`config.mk`:
```
export PLATFORM = sky130hd
export DESIGN_NAME = inst_mem_loader
export DESIGN_NICKNAME = d
export VERILOG_FILES = /design/src/rtl/inst_mem_loader.sv
export SDC_FILE = /design/constraint.sdc
export NUM_CORES = 1
export LEC_CHECK = 0
export BUFFER_PORTS_ARGS = -buffer_cell sky130_fd_sc_hd__buf_2
export CORE_ASPECT_RATIO = 1.2
export CORE_UTILIZATION = 50
export CTS_CLUSTER_DIAMETER = 150
export DETAILED_ROUTE_END_ITERATION = 10
export PLACE_DENSITY = 0.71
export SYNTH_ARGS = -nofsm -noshare
export SYNTH_HDL_FRONTEND = slang
export SYNTH_SLANG_ARGS = --single-unit
```
`constraint.sdc`:
```
create_clock -name clk -period 4.51 [get_ports clk]
set_input_delay 0.2255 -clock clk [delete_from_list [all_inputs] [get_ports clk]]
set_output_delay 0.2255 -clock clk [all_outputs]
set_load 0.05 [all_outputs]
```
`src/rtl/inst_mem_loader.sv`:
```
// Instruction memory loader: turns a valid/ready stream of 32-bit words into
// little-endian byte writes (byte 0 at the lowest address) for the
// byte-addressed instruction memory. It is busy only while a program loads.
//
// Optional build macro LOADER_CHECKSUM_EN: when defined, Load_Checksum holds
// the mod-2^32 sum of the words accepted since the last Load_Start. When it is
// not defined, Load_Checksum is tied to zero and no adder is built.
module inst_mem_loader #(
  parameter int unsigned          ADDR_WIDTH = 64,
  parameter int unsigned          MEM_BYTES  = 16,
  parameter logic [ADDR_WIDTH-1:0] BASE_ADDR = '0
) (
  input  logic                  clk,
  input  logic                  reset,
  input  logic                  Load_Start,
  input  logic [31:0]           Load_Word,
  input  logic                  Load_Valid,
  input  logic                  Load_Last,
  output logic                  Load_Ready,
  output logic                  Mem_Write_En,
  output logic [ADDR_WIDTH-1:0] Mem_Write_Addr,
  output logic [7:0]            Mem_Write_Data,
  output logic                  Load_Busy,
  output logic                  Load_Done,
  output logic                  Load_Full,
  output logic [31:0]           Load_Checksum
);

  // One past the last byte of the memory window.
  localparam logic [ADDR_WIDTH-1:0] EndAddr = BASE_ADDR + ADDR_WIDTH'(MEM_BYTES);

  typedef enum logic [1:0] {StIdle, StAccept, StWrite, StDone} state_e;

  state_e                  state_q;
  logic [ADDR_WIDTH-1:0]   addr_q;
  logic [31:0]             word_q;
  logic                    last_q;
  logic [1:0]              idx_q;
  logic                    ready_q;
  logic                    we_q;
  logic [ADDR_WIDTH-1:0]   waddr_q;
  logic [7:0]              wdata_q;
  logic                    busy_q;
  logic                    done_q;
  logic                    full_q;

  logic                    start_evt;
  logic                    handshake;
  logic [1:0]              idx_nxt;
  logic [ADDR_WIDTH-1:0]   addr_plus4;

  // Session start and word handshake events, plus next byte lane and next word address.
  always_comb begin
    start_evt  = (state_q == StIdle) && Load_Start;
    handshake  = (state_q == StAccept) && Load_Valid && ready_q;
    idx_nxt    = idx_q + 2'd1;
    addr_plus4 = addr_q + ADDR_WIDTH'(4);
  end

  // Loader FSM; every output is registered here.
  always_ff @(posedge clk) begin
    if (reset) begin
      state_q <= StIdle;
      addr_q  <= '0;
      word_q  <= '0;
      last_q  <= 1'b0;
      idx_q   <= 2'd0;
      ready_q <= 1'b0;
      we_q    <= 1'b0;
      waddr_q <= '0;
      wdata_q <= '0;
      busy_q  <= 1'b0;
      done_q  <= 1'b0;
      full_q  <= 1'b0;
    end else begin
      unique case (state_q)
        StIdle: begin
          if (start_evt) begin
            state_q <= StAccept;
            addr_q  <= BASE_ADDR;
            full_q  <= 1'b0;
            ready_q <= 1'b1;
            busy_q  <= 1'b1;
          end
        end
        StAccept: begin
          if (handshake) begin
            state_q <= StWrite;
            word_q  <= Load_Word;
            last_q  <= Load_Last;
            idx_q   <= 2'd0;
            ready_q <= 1'b0;
            // Byte 0 goes out in the first WRITE cycle.
            we_q    <= 1'b1;
            waddr_q <= addr_q;
            wdata_q <= Load_Word[7:0];
          end
        end
        StWrite: begin
          if (idx_q != 2'd3) begin
            idx_q   <= idx_nxt;
            waddr_q <= addr_q + ADDR_WIDTH'(idx_nxt);
            wdata_q <= word_q[{idx_nxt, 3'b000} +: 8];
          end else begin
            we_q   <= 1'b0;
            idx_q  <= 2'd0;
            addr_q <= addr_plus4;
            if (last_q) begin
              state_q <= StDone;
              done_q  <= 1'b1;
            end else if (addr_plus4 == EndAddr) begin
              state_q <= StDone;
              done_q  <= 1'b1;
              full_q  <= 1'b1;
            end else begin
              state_q <= StAccept;
              ready_q <= 1'b1;
            end
          end
        end
        StDone: begin
          state_q <= StIdle;
          done_q  <= 1'b0;
          busy_q  <= 1'b0;
        end
        default: state_q <= StIdle;
      endcase
    end
  end

`ifdef LOADER_CHECKSUM_EN
  logic [31:0] csum_q;

  // Running word sum: cleared on session start, held after DONE.
  always_ff @(posedge clk) begin
    if (reset) begin
      csum_q <= '0;
    end else if (start_evt) begin
      csum_q <= '0;
    end else if (handshake) begin
      csum_q <= csum_q + Load_Word;
    end
  end

  assign Load_Checksum = csum_q;
`else
  assign Load_Checksum = '0;
`endif

  assign Load_Ready     = ready_q;
  assign Mem_Write_En   = we_q;
  assign Mem_Write_Addr = waddr_q;
  assign Mem_Write_Data = wdata_q;
  assign Load_Busy      = busy_q;
  assign Load_Done      = done_q;
  assign Load_Full      = full_q;

endmodule

```
# After elaboration in Yosys (flattened, before gate mapping)
# Index checks and enable logic that the tools add are counted.
[totals]
regBits = 178
word_cells = 84
output_inout_bits = 109
inputBits = 37
[classes]
shifts = 1
add_sub_neg = 3
n_mux = 36
eq_ne = 13
n_reduce_logical = 19
[ops]
columns = ["cell", "n"]
rows = [
  ["64-bit two-way mux", 4],
  ["64-bit case mux with 2 select lines", 2],
  ["64-bit by 2-bit adder with 64-bit output", 1],
  ["64-bit by 3-bit adder with 64-bit output (second input constant)", 1],
  ["64-bit by 5-bit == test with 1-bit output (second input constant)", 1],
  ["32-bit by 6-bit indexed part select with 8-bit output", 1],
  ["8-bit two-way mux", 2],
  ["2-bit != test (second input constant)", 8],
  ["8-bit case mux with 2 select lines", 1],
  ["3-bit AND reduction", 5],
  ["2-bit two-way mux", 7],
  ["1-bit two-way mux", 13],
  ["1-bit case mux with 2 select lines", 4],
  ["2-bit case mux with 4 select lines", 1],
  ["2-bit nonzero test", 4],
  ["2-bit AND reduction", 3],
  ["6-bit AND reduction", 1],
  ["5-bit AND reduction", 1],
  ["2-bit == test (second input constant)", 2],
  ["2-bit case mux with 2 select lines", 1],
  ["1-bit logical AND", 3],
  ["3-bit != test (second input constant)", 1],
  ["1-bit case mux with 3 select lines", 1],
  ["3-bit nonzero test", 1],
  ["other kinds (3)", 3],
]

# Depth between registers and ports, before layout
[depth]
depth_word = 6
mapped_depth = 12
mapped_depth_nobuf = 9

# Worst setup path before layout
# No wires, ideal clock.
[synth_path]
path_type = "register -> register"
from = "register addr_q[2]"
to = "register state_q[1]"
slack_ns = 1.496
stages_incl_launch_ff = 13
required_time_ns = 4.424
setup_ns = 0.086
n_path_buf = 3
arrival_ns = 2.928
synth_period_minus_slack_ns = 3.014
cell_sequence = "dfxtp_1 > ha_1 > buf_4 > inv_1 > or4_4 > buf_6 > or3_1 > buf_6 > o31a_1 > nor2_2 > and4_1 > nand4_2 > a221oi_2"
[synth_between]
elab_chain_len = 6
[synth_rtl]
columns = ["element", "line", "source"]
rows = [
  ["from (decl)", "35", "logic [ADDR_WIDTH-1:0] addr_q;"],
  ["from (signal assigned)", "107", "addr_q <= addr_plus4;"],
  ["64-bit by 3-bit adder with 64-bit output", "57", "addr_plus4 = addr_q + ADDR_WIDTH'(4);"],
  ["64-bit by 5-bit == test with 1-bit output", "111", "end else if (addr_plus4 == EndAddr) begin"],
  ["2-bit two-way mux", "111", ""],
  ["2-bit two-way mux", "108", "if (last_q) begin"],
  ["2-bit two-way mux", "100", "if (idx_q != 2'd3) begin"],
  ["2-bit case mux with 4 select lines", "76", "unique case (state_q)"],
  ["to (signal assigned)", "79", "state_q <= StAccept;"],
  ["to (signal assigned)", "109", "state_q <= StDone;"],
  ["to (signal assigned)", "112", "state_q <= StDone;"],
  ["to (decl)", "34", "state_e state_q;"],
]
# Every way passes these cells. The select of a mux whose other input is x is not followed.
# A chain may end at the register's enable or synchronous reset.

# Worst setup path in the final report
# Same ends and word-level chain as after synthesis.

==> results.json <==
{
  "status": "finished clean",
  "cts_resized": 0,
  "ir_worst_vdd_mv": 0.264,
  "nets": 1369,
  "yosys.area.top_type_share_pct": 36.0,
  "dieArea_um2": 20100,
  "area_growth_pct": 9.84,
  "setup_slack_ns": 0.852,
  "synth.area.top_cells": "dfxtp_1 (36%), nand2_1 (8.7%), a21oi_1 (6.6%), nor2_1 (5.0%), clkbuf_1 (3.3%)",
  "n_antenna_cell": 0,
  "endpoint_kind": "flop",
  "grt-ovfl-total": 0,
  "syn_avg_cell_area_um2": 7.47,
  "period_share_pct": 81.1,
  "setup_viol": 0,
  "yosysSeqAreaShare_pct": 36.0,
  "yosys.area.top_type": "dfxtp_1",
  "ctsHoldBuffers": 0,
  "setup_tns_ns": 0,
  "cts-root-buf": "clkbuf_16",
  "remaining_drc_errors": 0,
  "rsz0062_at_grt": "false",
  "initial_core_util_pct": 51.5,
  "cp.required_ns": 4.86,
  "cts_buffers": 17,
  "arrival_ns": 4.01,
  "startpoint_type": "flop",
  "cts.sinks": 176,
  "max_freq_ghz": 0.273,
  "drtIter0Drc": 774,
  "nFillCells": 1891,
  "grt_pass1_vias": 8574,
  "clock_latency_ns": 0.44,
  "power_mw": 3.35,
  "p_leak_nw": 3.61,
  "maxSlewViolCount": 0,
  "ys_types": 65,
  "die_w_um": 130,
  "whs_ns": 0.0120,
  "wl_um": 29500,
  "synth-edff-count": 0,
  "cts_max_path_buffers": 2,
  "h-tree-depth": 4,
  "rows": 55,
  "ant_nets": 0,
  "critPathKind": "flop to flop",
  "hold_viol": 0,
  "grt_max_degree": 92,
  "drive_gt1_share_pct": 14.6,
  "path_clk_slew_ns": 0.07,
  "hp-class": "primary input to flop",
  "crit_path_max_fanout": 11,
  "min_period_ns": 3.66,
  "syn-cell-area_um2": 9770,
  "yosys_warnings": 0,
  "ys.flop_type": "dfxtp_1",
  "synth-seq-cells": 176,
  "grt.met2_usage_pct": 51.1,
  "ios": 146,
  "grt_antenna_before_repair": 0,
  "max_slew_margin_pct": 25.4,
  "via_per_inst": 5.96,
  "dr.pass1.iters": 6,
  "maxCapViolations": 0,
  "busiest_layer": "met2",
  "synthArstFlopShare_pct": 0,
  "multiInputGateArea_um2": 5550,
  "cts_tree": "done",
  "fin_skew_ns": 0.0118,
  "portBuffers": 113,
  "detailed_place_hpwl_um": 20700,
  "vias": 9518,
  "post_cts_buffers": 0,
  "worst_slew_pin_slew_ns": 1.12,
  "grt_pass1_wl_um": 46000,
  "grtUsageMet1_pct": 36.0,
  "postSynthCellCount": 1308,
  "stdcell_area_um2": 10700,
  "die_h_um": 155,
  "postPlaceCellArea_um2": 10200,
  "gp_congestion": 0.989,
  "wl_per_cell_um": 18.5,
  "powerDensity_nw_per_um2": 312,
  "grt_use_met3_pct": 5.12,
  "core_region_area_um2": 19000,
  "grtUsageTotal_pct": 29.7,
  "place_ws_ns": 0.922,
  "regArea_um2": 3520
}
sequential cells by signal (all words and copies together), names as in the netlist:
register        flops
Mem_Write_En        1
Load_Ready          1
Mem_Write_Data      8
Load_Full           1
word_q             32
Load_Busy           1
addr_q             62
Mem_Write_Addr     64
last_q              1
state_q             2
Load_Done           1
idx_q               2
synth_stat cells, types with 9 or more instances:
master    instances
nor2_1          131
a31oi_1          10
xor2_1           18
a21oi_1         128
buf_1            12
nand2_1         227
or3_1            23
buf_4            40
a311oi_1         28
a211oi_1         26
or4_1            17
buf_2            21
and2_1           10
o21ai_0          51
clkbuf_1         87
dfxtp_1         176
and4_1           15
nor4_1           28
nand3_1          41
a22oi_1           9
and3_1           14
nor3_1           41
nand4_1          32
xnor2_1          29
report_power, final:
part,total [mW],internal [mW],switching (mW)
clock network,1.44,0.741,0.701
logic,0.314,0.0682,0.246
registers,1.60,1.58,0.0165
layer usage:
layer	vias up	share of wire [%]	wire length [um]
met2	362	50	14800
met1	4475	41	12000
li1	4601	-	-
met5	-	0	0
met4	0	3.7	1090
met3	80	5.5	1620
cell type report:
cell class	count	share of cell area [%]
clock buffers	18	4.09
repair buffers	134	6.99
multi-input cells	991	51.7
inverters	8	0.280
clock inverters	14	1.17
flip-flops and latches	176	32.8
well taps	256	2.98
placed cells by master, fill, tap and decap left out, types with 5 or more instances in the layout:
master	count
a211oi_1	26
a21oi_1	127
a22oi_1	9
a311oi_1	28
a31oi_1	10
and2_1	10
and3_1	14
and4_1	15
buf_2	112
buf_4	20
clkbuf_16	17
conb_1	33
dfxtp_1	176
inv_1	8
mux4_2	8
nand2_1	226
nand2b_1	5
nand3_1	41
nand4_1	32
nor2_1	130
nor3_1	41
nor4_1	28
o21ai_0	51
or3_1	23
or4_1	17
xnor2_1	29
xor2_1	18
per-stage QoR:
step                cells  util [%]
global route         1597      56.5
detailed placement   1565      53.6
global placement     1565      53.6
CTS                  1597      56.5
finish               1597      56.5
floorplan            1340         -
path summary, 6_finish.rpt:
| check | from | to | slack, ns | cells after the start |
|---|---|---|---|---|
| worst max-delay path | addr_q[2] | state_q[1] | 0.85 | 9 |
| worst max register to register | addr_q[2] | state_q[1] | 0.85 | 9 |
| worst min register to register | Mem_Write_Addr[13] | Mem_Write_Addr[13] | 0.45 | 2 |
| worst min-delay path | Load_Word[21] | word_q[21] | 0.01 | 3 |
logic make-up (layout without fill, tap and decap cells):
| logic type | after synthesis | in the layout | share of synthesized area (%) |
|---|---|---|---|
| muxes | 9 | 9 | 1.95 |
| xor gates and xnor gates | 47 | 47 | 4.21 |
| and+or+nand+nor | 612 | 612 | 30.7 |
| adders and majority gates | 4 | 4 | 0.512 |
| DFF | 176 | 176 | 36.0 |
| AOI/OAI and AO/OA | 286 | 286 | 17.9 |
| other | 1 | 33 | 0.0384 |
| buffers and inverters | 173 | 174 | 8.70 |
worst max-delay path: stages (launching register included):
cell and delay, ns:
dfxtp_1 0.46, ha_1 0.40, inv_1 0.18, or4_4 0.66, or3_1 0.60, nor4_1 0.33, o22ai_1 0.17, and4bb_1 0.32
nand4_2 0.19, a221oi_2 0.26
No activity file was read; power rests on OpenSTA's default activity.
